## src/rtl/pipeline_pkg.sv

```systemverilog
// Shared types and defaults for the pipeline stall/flush sequencer.
package pipeline_pkg;

    typedef enum logic [1:0] {
        RUN       = 2'd0,
        DMEM_WAIT = 2'd1,
        HALTED    = 2'd2
    } state_t;

    localparam logic [4:0] REG_ZERO = 5'd0;

    localparam int DMEM_TIMEOUT_DEF = 64;
    localparam int COUNT_W_DEF      = 32;

endpackage

```

## src/rtl/pipeline_control_hazard_detect.sv

```systemverilog
// Load-use comparator between the load in EX and the instruction in ID.
module hazard_detect
    import pipeline_pkg::*;
(
    input  logic [4:0] id_rs,
    input  logic [4:0] id_rt,
    input  logic       id_uses_rt,
    input  logic       ex_mem_read,
    input  logic [4:0] ex_write_register,
    output logic       load_use
);

    logic rs_hit;
    logic rt_hit;

    assign rs_hit = (ex_write_register == id_rs);
    assign rt_hit = id_uses_rt && (ex_write_register == id_rt);

    assign load_use = ex_mem_read
                   && (ex_write_register != REG_ZERO)
                   && (rs_hit || rt_hit);

endmodule

```

## src/rtl/pipeline_control.sv

```systemverilog
// Stall/flush sequencer: load-use, taken branch, data-memory wait,
// memory watchdog and saturating stall-cycle counter.
module pipeline_control
    import pipeline_pkg::*;
#(
    parameter int DMEM_TIMEOUT = DMEM_TIMEOUT_DEF,
    parameter int COUNT_W      = COUNT_W_DEF
)
(
    input  logic               clock,
    input  logic               reset,
    input  logic [4:0]         idRs,
    input  logic [4:0]         idRt,
    input  logic               idUsesRt,
    input  logic               exMemRead,
    input  logic [4:0]         exWriteRegister,
    input  logic               exBranchTaken,
    input  logic               memMemRead,
    input  logic               memMemWrite,
    input  logic               dmemReady,
    input  logic               haltRequest,
    output logic               pcWrite,
    output logic               ifIdWrite,
    output logic               ifIdFlush,
    output logic               idExWrite,
    output logic               idExBubble,
    output logic               exMemWrite,
    output logic               memWbBubble,
    output logic               dmemRequest,
    output logic               memError,
    output logic               halted,
    output logic [COUNT_W-1:0] stallCycles
);

    localparam int WAIT_W = $clog2(DMEM_TIMEOUT + 1);
    localparam logic [WAIT_W-1:0] WAIT_MAX = WAIT_W'(DMEM_TIMEOUT);
    localparam logic [WAIT_W-1:0] WAIT_ONE = WAIT_W'(1);

    state_t            state;
    state_t            state_next;
    logic [WAIT_W-1:0] wait_count;
    logic [WAIT_W-1:0] wait_next;
    logic              error_next;
    logic              load_use;
    logic              access;
    logic              freeze;

    hazard_detect u_hazard (
        .id_rs             (idRs),
        .id_rt             (idRt),
        .id_uses_rt        (idUsesRt),
        .ex_mem_read       (exMemRead),
        .ex_write_register (exWriteRegister),
        .load_use          (load_use)
    );

    assign access = memMemRead | memMemWrite;
    assign halted = (state == HALTED);

    always_comb begin
        state_next = state;
        wait_next  = wait_count;
        error_next = memError;
        freeze     = 1'b0;
        unique case (state)
            RUN: begin
                freeze = access && !dmemReady;
                if (haltRequest) begin
                    state_next = HALTED;
                end else if (freeze) begin
                    state_next = DMEM_WAIT;
                    wait_next  = WAIT_ONE;
                end
            end
            DMEM_WAIT: begin
                freeze = !dmemReady;
                if (dmemReady) begin
                    state_next = RUN;
                    wait_next  = '0;
                end else begin
                    // the entering RUN cycle already counted as wait 1
                    wait_next = wait_count + WAIT_ONE;
                    if (wait_next >= WAIT_MAX) begin
                        error_next = 1'b1;
                        state_next = HALTED;
                    end
                end
            end
            default: begin
                state_next = HALTED;
            end
        endcase
    end

    always_comb begin
        pcWrite     = 1'b1;
        ifIdWrite   = 1'b1;
        ifIdFlush   = 1'b0;
        idExWrite   = 1'b1;
        idExBubble  = 1'b0;
        exMemWrite  = 1'b1;
        memWbBubble = 1'b0;
        dmemRequest = access || (state == DMEM_WAIT);
        if (reset || state == HALTED) begin
            pcWrite     = 1'b0;
            ifIdWrite   = 1'b0;
            ifIdFlush   = 1'b1;
            idExWrite   = 1'b0;
            idExBubble  = 1'b1;
            exMemWrite  = 1'b0;
            memWbBubble = 1'b1;
            dmemRequest = 1'b0;
        end else if (freeze) begin
            pcWrite     = 1'b0;
            ifIdWrite   = 1'b0;
            idExWrite   = 1'b0;
            exMemWrite  = 1'b0;
            memWbBubble = 1'b1;
        end else if (exBranchTaken) begin
            // wrong-path ID instruction, so a load-use match is moot
            ifIdFlush  = 1'b1;
            idExBubble = 1'b1;
        end else if (load_use) begin
            pcWrite    = 1'b0;
            ifIdWrite  = 1'b0;
            idExBubble = 1'b1;
        end
    end

    always_ff @(posedge clock or posedge reset) begin
        if (reset) begin
            state       <= RUN;
            wait_count  <= '0;
            memError    <= 1'b0;
            stallCycles <= '0;
        end else begin
            state      <= state_next;
            wait_count <= wait_next;
            memError   <= error_next;
            if (!pcWrite && state != HALTED && stallCycles != '1) begin
                stallCycles <= stallCycles + COUNT_W'(1);
            end
        end
    end

endmodule

```

## config.mk

```make
export PLATFORM = sky130hd
export DESIGN_NAME = pipeline_control
export DESIGN_NICKNAME = d
export VERILOG_FILES = /design/src/rtl/pipeline_pkg.sv /design/src/rtl/pipeline_control_hazard_detect.sv /design/src/rtl/pipeline_control.sv
export SDC_FILE = /design/constraint.sdc
export NUM_CORES = 1
export LEC_CHECK = 0
export BUFFER_PORTS_ARGS = -buffer_cell sky130_fd_sc_hd__clkbuf_2
export CORE_UTILIZATION = 52
export CTS_CLUSTER_DIAMETER = 150
export CTS_CLUSTER_SIZE = 16
export DETAILED_ROUTE_END_ITERATION = 7
export PLACE_DENSITY_LB_ADDON = 0.15
export SYNTH_ARGS = -nofsm -noshare
export SYNTH_HDL_FRONTEND = slang
export SYNTH_SLANG_ARGS = --single-unit
```

## constraint.sdc

```tcl
create_clock -name clock -period 2.4 [get_ports clock]
set_clock_uncertainty 0.1 [all_clocks]
set_input_delay 0.24 -clock clock [delete_from_list [all_inputs] [get_ports clock]]
set_output_delay 0.24 -clock clock [all_outputs]
set_load 0.01 [all_outputs]
```

==> results.cfg, run 1 <==
[cells_and_area]
synthToLayoutAreaGrowth_pct = 21.6
n_antenna_cell = 0
nFillCells = 366
utilization_pct = 66.0
fin_nets = 328
drive_gt1_share_pct = 34.3

[synth]
syn_inst = 230
synth-seq-cells = 42
postSynthAreaPerCell_um2 = 10.3
syn_nets = 256
syn_area_mm2 = 0.00236
synth_ff_type = dfrtp_1
synth_warnings = 0
synth_seq_area_share_pct = 44.5
synth_edf_count = 0
synthDistinctLibCells = 41
synthArstFlopShare_pct = 100

[power_and_ir_drop]
p_int_mw = 1.09
combPwrFrac_pct = 14.7
power.density_mw_per_mm2 = 524
seqPwrFrac_pct = 54.2
switching_share_pct = 27.3
clkPwrFrac_pct = 31.0
irDropWorstVdd_mv = 0.373
p_switching_mw = 0.410
leakagePower_nw = 1.24

[placement]
gp_congestion = 0.804
io_buffers = 65
dp_hpwl_mm = 3.49

[critical_path]
cpPeakStageDelay_ps = 450
critPathMaxFanout = 14
end_kind = primary output
crit_slowest_cell = dfrtp_1
critical-path-top-delay-family = simple AND/OR/NAND/NOR gates
arrival_ps = 1930
critPathKind = register to primary output
critPathLaunchType = register
worst_ep_required_time_ps = 2060
r2r_cells = 8
path_depth = 6
path_buf_inv = 2
path_cells = nor2b_1 -> nor2_1 -> and2_1 -> o31a_1 -> buf_4 -> clkbuf_2

[global_route]
globalRouteOverflowTotal = 0
grt_usage_pct = 20.8
use_met2_pct = 32.1
grt-busiest-layer = met2
antenna_found_initial = 0
grt_pass1_vias = 1782
grt_first_pass_wirelength_mm = 8.16
use_met1_pct = 28.6
grt_max_degree = 32
grt_use_met3_pct = 4.65

[timing]
tightest_slew_ps = 516
max-slew-margin-rel_pct = 65.5
fin_setup_tns_ps = 0
finalCritPeriodShare_pct = 94.7
setup_viol = 0
drv_slew = 0
finalWorstPathRequiredPeriod_ps = 2270
finalHoldViolations = 0
rsz0062_at_grt = no
fmax_mhz = 440

[route]
drc_errors = 0
antenna_left = 0
drtIter0Drc = 89
routed_wl_mm = 4.77
wire_per_inst_um = 13.4
firstDrtPassIters = 4
dr_total_vias = 1923
vias_per_cell = 5.42

[clock_network]
cts_sinks = 42
clk_pin_slew_ps = 80
cts_buffers = 5
htree_num_levels = 2
clock-root-buffer = clkbuf_8
ctsLongestPathBuffers = 2
worstSkewPairLatency_ps = 290
cts_resized = 0
post_cts_buffers = 0
cts_tree = built

[die]
die_h_um = 69.4
die_x_um = 69.4
rows = 24
dieArea_mm2 = 0.00482
ios = 66
core_area_mm2 = 0.00435
start_util_pct = 54.3

[hold_path]
whs_path_depth = 2
hp-class = primary input to register

[status]
outcome = complete, no violations

[run]
max-cap-violations = 0
## cell type report
| class | count | area, µm² | share of cell area, % |
|---|---|---|---|
| clock inverter | 1 | 5.00 | 0.174 |
| sequential | 42 | 1050 | 36.6 |
| clock buffer | 7 | 86.3 | 3.01 |
| inverter | 6 | 22.5 | 0.784 |
| timing repair buffer | 74 | 420 | 14.6 |
| multi-input combinational | 173 | 1220 | 42.6 |
| tap | 52 | 65.1 | 2.26 |
## power by group through the flow
stage	Clock [mW]	Sequential, mW	Combinational (mW)
after CTS	0.479	0.815	0.226
after floorplan	0	0.843	0.105
after global placement	0	0.827	0.221
after global routing	0.504	0.825	0.250
after detailed placement	0	0.828	0.224
final	0.467	0.816	0.222
## per-layer routing
| metal | share of wire, % | routed length, µm | up-vias |
|---|---|---|---|
| met1 | 48 | 2290 | 901 |
| met4 | 1.7 | 79 | 0 |
| met3 | 5.4 | 256 | 6 |
| li1 | - | - | 955 |
| met2 | 45 | 2140 | 61 |
| met5 | 0 | 0 | - |
## per-stage QoR
stage	setup WS, ps	hold slack, ps	cells	cell area [µm²]	power (mW)
after global routing	5.87	108	355	2870	1.58
after floorplan	309	213	230	2360	0.948
final	126	106	355	2870	1.50
after detailed placement	155	211	346	2770	1.05
after CTS	123	98.7	355	2870	1.52
after global placement	205	207	346	2770	1.05
## logic make-up after synthesis
group           Yosys count  share of synthesized area [%]
compound gates           22                           5.88
buf+inv                  15                           3.76
mux                       1                          0.477
fa+ha+maj                 3                           1.48
simple gates            105                           28.3
xor+xnor                 42                           15.6
flops                    42                           44.5
## cells in the mapped netlist, types with 2 or more instances
library cell | instances | area, µm²
a21o_1 | 2 | 15.0
a21oi_1 | 4 | 20.0
and3_1 | 4 | 25.0
and4_1 | 4 | 35.0
buf_2 | 2 | 10.0
buf_4 | 4 | 30.0
buf_6 | 2 | 22.5
dfrtp_1 | 42 | 1050
ha_1 | 2 | 25.0
inv_1 | 6 | 22.5
nand2_1 | 20 | 75.1
nand3_1 | 11 | 55.1
nand4_1 | 4 | 25.0
nor2_1 | 16 | 60.1
nor3_1 | 17 | 85.1
nor4_2 | 15 | 188
nor4b_2 | 2 | 30.0
o21ai_0 | 8 | 40.0
o31ai_1 | 2 | 15.0
or2_2 | 2 | 12.5
xnor2_1 | 2 | 17.5
xor2_1 | 40 | 350
## final timing paths
| kind | to | slack [ps] | startpoint |
|---|---|---|---|
| worst max-delay path | pcWrite | 130 | state[1]$_DFFE_PP0P_ |
| worst min-delay path | state[0]$_DFFE_PP0P_ | 110 | dmemReady |
| worst max register to register | stallCycles[28]$_DFFE_PP0P_ | 170 | stallCycles[0]$_DFFE_PP0P_ |
| worst min register to register | memError$_DFFE_PP0P_ | 370 | memError$_DFFE_PP0P_ |
| max in group asynchronous | stallCycles[1]$_DFFE_PP0P_ | 1220 | reset |
| min in group asynchronous | stallCycles[30]$_DFFE_PP0P_ | 440 | reset |
## cells in the final DEF (no fill, tap or decap), types with 2 or more instances in the layout
cell type,count
buf_12,2
o21ai_0,8
clkbuf_2,65
and3_1,4
a21oi_1,4
or2_2,2
nand3_1,11
xor2_1,40
nand4_1,4
inv_1,6
and4_1,4
xnor2_1,2
o31ai_1,2
nor2_1,16
a21o_1,2
clkbuf_8,6
nand2_1,20
ha_1,2
nor3_1,17
dfrtp_1,42
nor4_2,15
buf_4,6
nor4b_2,2
## sequential cells by signal, indices dropped and copies added (netlist names)
name and flops:
stallCycles 32, memError 1, wait_count 7, state 2
## repair_timing
| item | in CTS | in global routing |
|---|---|---|
| hold endpoints to repair | 11 | 0 |
| setup endpoints to repair | 0 | 1 |
| hold buffers | 1 | 0 |
(Power assumes the default switching activity.)
==> run 2, diff against run 1 <==
Settings changed: CORE_MARGIN from default to 2.
==> results.cfg, run 2 (synthesis results as in run 1) <==
[status]
outcome = complete, no violations

[clock_network]
cts_tree = built
ctsLongestPathBuffers = 2
htree_num_levels = 2
cts_buffers = 5
post_cts_buffers = 0
worstSkewPairLatency_ps = 290
cts_sinks = 42
clock-root-buffer = clkbuf_8
clk_pin_slew_ps = 80

[global_route]
grt_pass1_vias = 1803
grt_max_degree = 34
antenna_found_initial = 0
grt_usage_pct = 20.4
grt_first_pass_wirelength_mm = 8.33
globalRouteOverflowTotal = 0

[critical_path]
critPathKind = register to register
worst_ep_required_time_ps = 2520
critPathLaunchType = register
end_kind = register
path_buf_inv = 1
path_cells = and4_1 -> and4_1 -> nor2b_2 -> a31o_2 -> buf_4 -> nor4_4 -> xor2_1
cpPeakStageDelay_ps = 430
arrival_ps = 2360
crit_slowest_cell = dfrtp_1
cpMostUsedCell = and4_1
critical-path-top-delay-family = simple AND/OR/NAND/NOR gates
critPathMaxFanout = 10

[placement]
pre_cts_slack_ps = 159
dp_hpwl_mm = 3.52
place_area_mm2 = 0.00279
gp_congestion = 0.847
io_buffers = 65

[route]
drc_errors = 0
dr_total_vias = 1931
wire_per_inst_um = 13.4
firstDrtPassIters = 4
antenna_left = 0
routed_wl_mm = 4.80
vias_per_cell = 5.41
drtIter0Drc = 38

[die]
core_area_mm2 = 0.00435
dieArea_mm2 = 0.00510
rows = 24
start_util_pct = 54.3
die_x_um = 71.4
ios = 66
die_h_um = 71.4

[timing]
max-slew-margin-rel_pct = 67.4
fmax_mhz = 447
drv_slew = 0
rsz0062_at_grt = no
postLayoutSetupSlackWorst_ps = 162
setup_viol = 0
tightest_slew_ps = 489
fin_setup_tns_ps = 0
finalWorstPathRequiredPeriod_ps = 2240
finalHoldViolations = 0
finalCritPeriodShare_pct = 93.3

[cells_and_area]
layout_commonest_cell = clkbuf_2
synthToLayoutAreaGrowth_pct = 22.6
largest_reg_flops = 32
top_regs = stallCycles (32), wait_count (7), state (2)
utilization_pct = 66.5
layout_common_cells = 65 x clkbuf_2, 42 x dfrtp_1, 40 x xor2_1, 20 x nand2_1, 17 x nor3_1
n_antenna_cell = 0
fin_nets = 330
finalInstanceArea_mm2 = 0.00290
drive_gt1_share_pct = 34.8
regMostFlops = stallCycles

[power_and_ir_drop]
p_int_mw = 1.10
clkPwrFrac_pct = 31.0
irDropWorstVdd_mv = 0.417
seqPwrFrac_pct = 54.0
switching_share_pct = 27.4
power.density_mw_per_mm2 = 521
p_switching_mw = 0.415
total_power_mw = 1.51
leakagePower_nw = 1.24
combPwrFrac_pct = 15.1

[run]
max-cap-violations = 0

[hold_path]
hp-class = primary input to register
[run 2: per-layer routing]
| layer | part of all wire [%] | wire, µm | track usage, % | vias to the layer above |
|---|---|---|---|---|
| met5 | 0 | 0 | 0 | - |
| met3 | 6.2 | 296 | 4.78 | 7 |
| li1 | - | - | - | 962 |
| met4 | 1.4 | 65 | 6.08 | 0 |
| met1 | 46 | 2210 | 28.4 | 904 |
| met2 | 46 | 2220 | 32.0 | 58 |
[run 2: per-stage QoR]
step                cells  hold slack [ps]
floorplan             230              213
global placement      348              199
detailed placement    348              203
CTS                   357             99.6
global route          357              116
finish                357              108
[run 2: area by class of cell]
cell class	count	area, µm²
fill	347	1460
multi-input combinational	173	1230
sequential	42	1050
timing repair buffer	76	435
clock buffer	7	86.3
tap	52	65.1
inverter	6	22.5
clock inverter	1	5.00
[run 2: path summary, 6_finish.rpt]
check                                            from                           to  slack (ps)  depth (start not counted)
hold reg to reg                  memError$_DFFE_PP0P_         memError$_DFFE_PP0P_         380                          1
hold / removal                            haltRequest         state[1]$_DFFE_PP0P_         110                          3
setup reg to reg           stallCycles[9]$_DFFE_PP0P_  stallCycles[28]$_DFFE_PP0P_         160                          7
setup / recovery           stallCycles[9]$_DFFE_PP0P_  stallCycles[28]$_DFFE_PP0P_         160                          7
max in group asynchronous                       reset  stallCycles[10]$_DFFE_PP0P_        1240                          4
min in group asynchronous                       reset  stallCycles[31]$_DFFE_PP0P_         430                          3
[run 2: worst register-to-register path: cells and delay by family, from the launching register on]
| family | cells | cell delay (ps) |
|---|---|---|
| AND/OR/NAND/NOR | 4 | 990 |
| flip-flops | 1 | 430 |
| AO/OA/AOI/OAI | 1 | 290 |
| buffers and inverters | 1 | 200 |
| XOR/XNOR | 1 | 160 |
[run 2: what timing repair did]
item | in CTS | in global routing
endpoints found under the hold margin | 11 | 0
hold buffers | 1 | 0
endpoints found under the setup margin | 0 | 1
gates resized for setup | 0 | 1
[run 2: power groups by stage]
stage | Sequential, mW | Combinational, mW | Clock (mW)
after floorplan | 0.843 | 0.105 | 0
after global placement | 0.827 | 0.224 | 0
after detailed placement | 0.829 | 0.230 | 0
after CTS | 0.815 | 0.233 | 0.483
after global routing | 0.826 | 0.258 | 0.512
final | 0.815 | 0.228 | 0.468
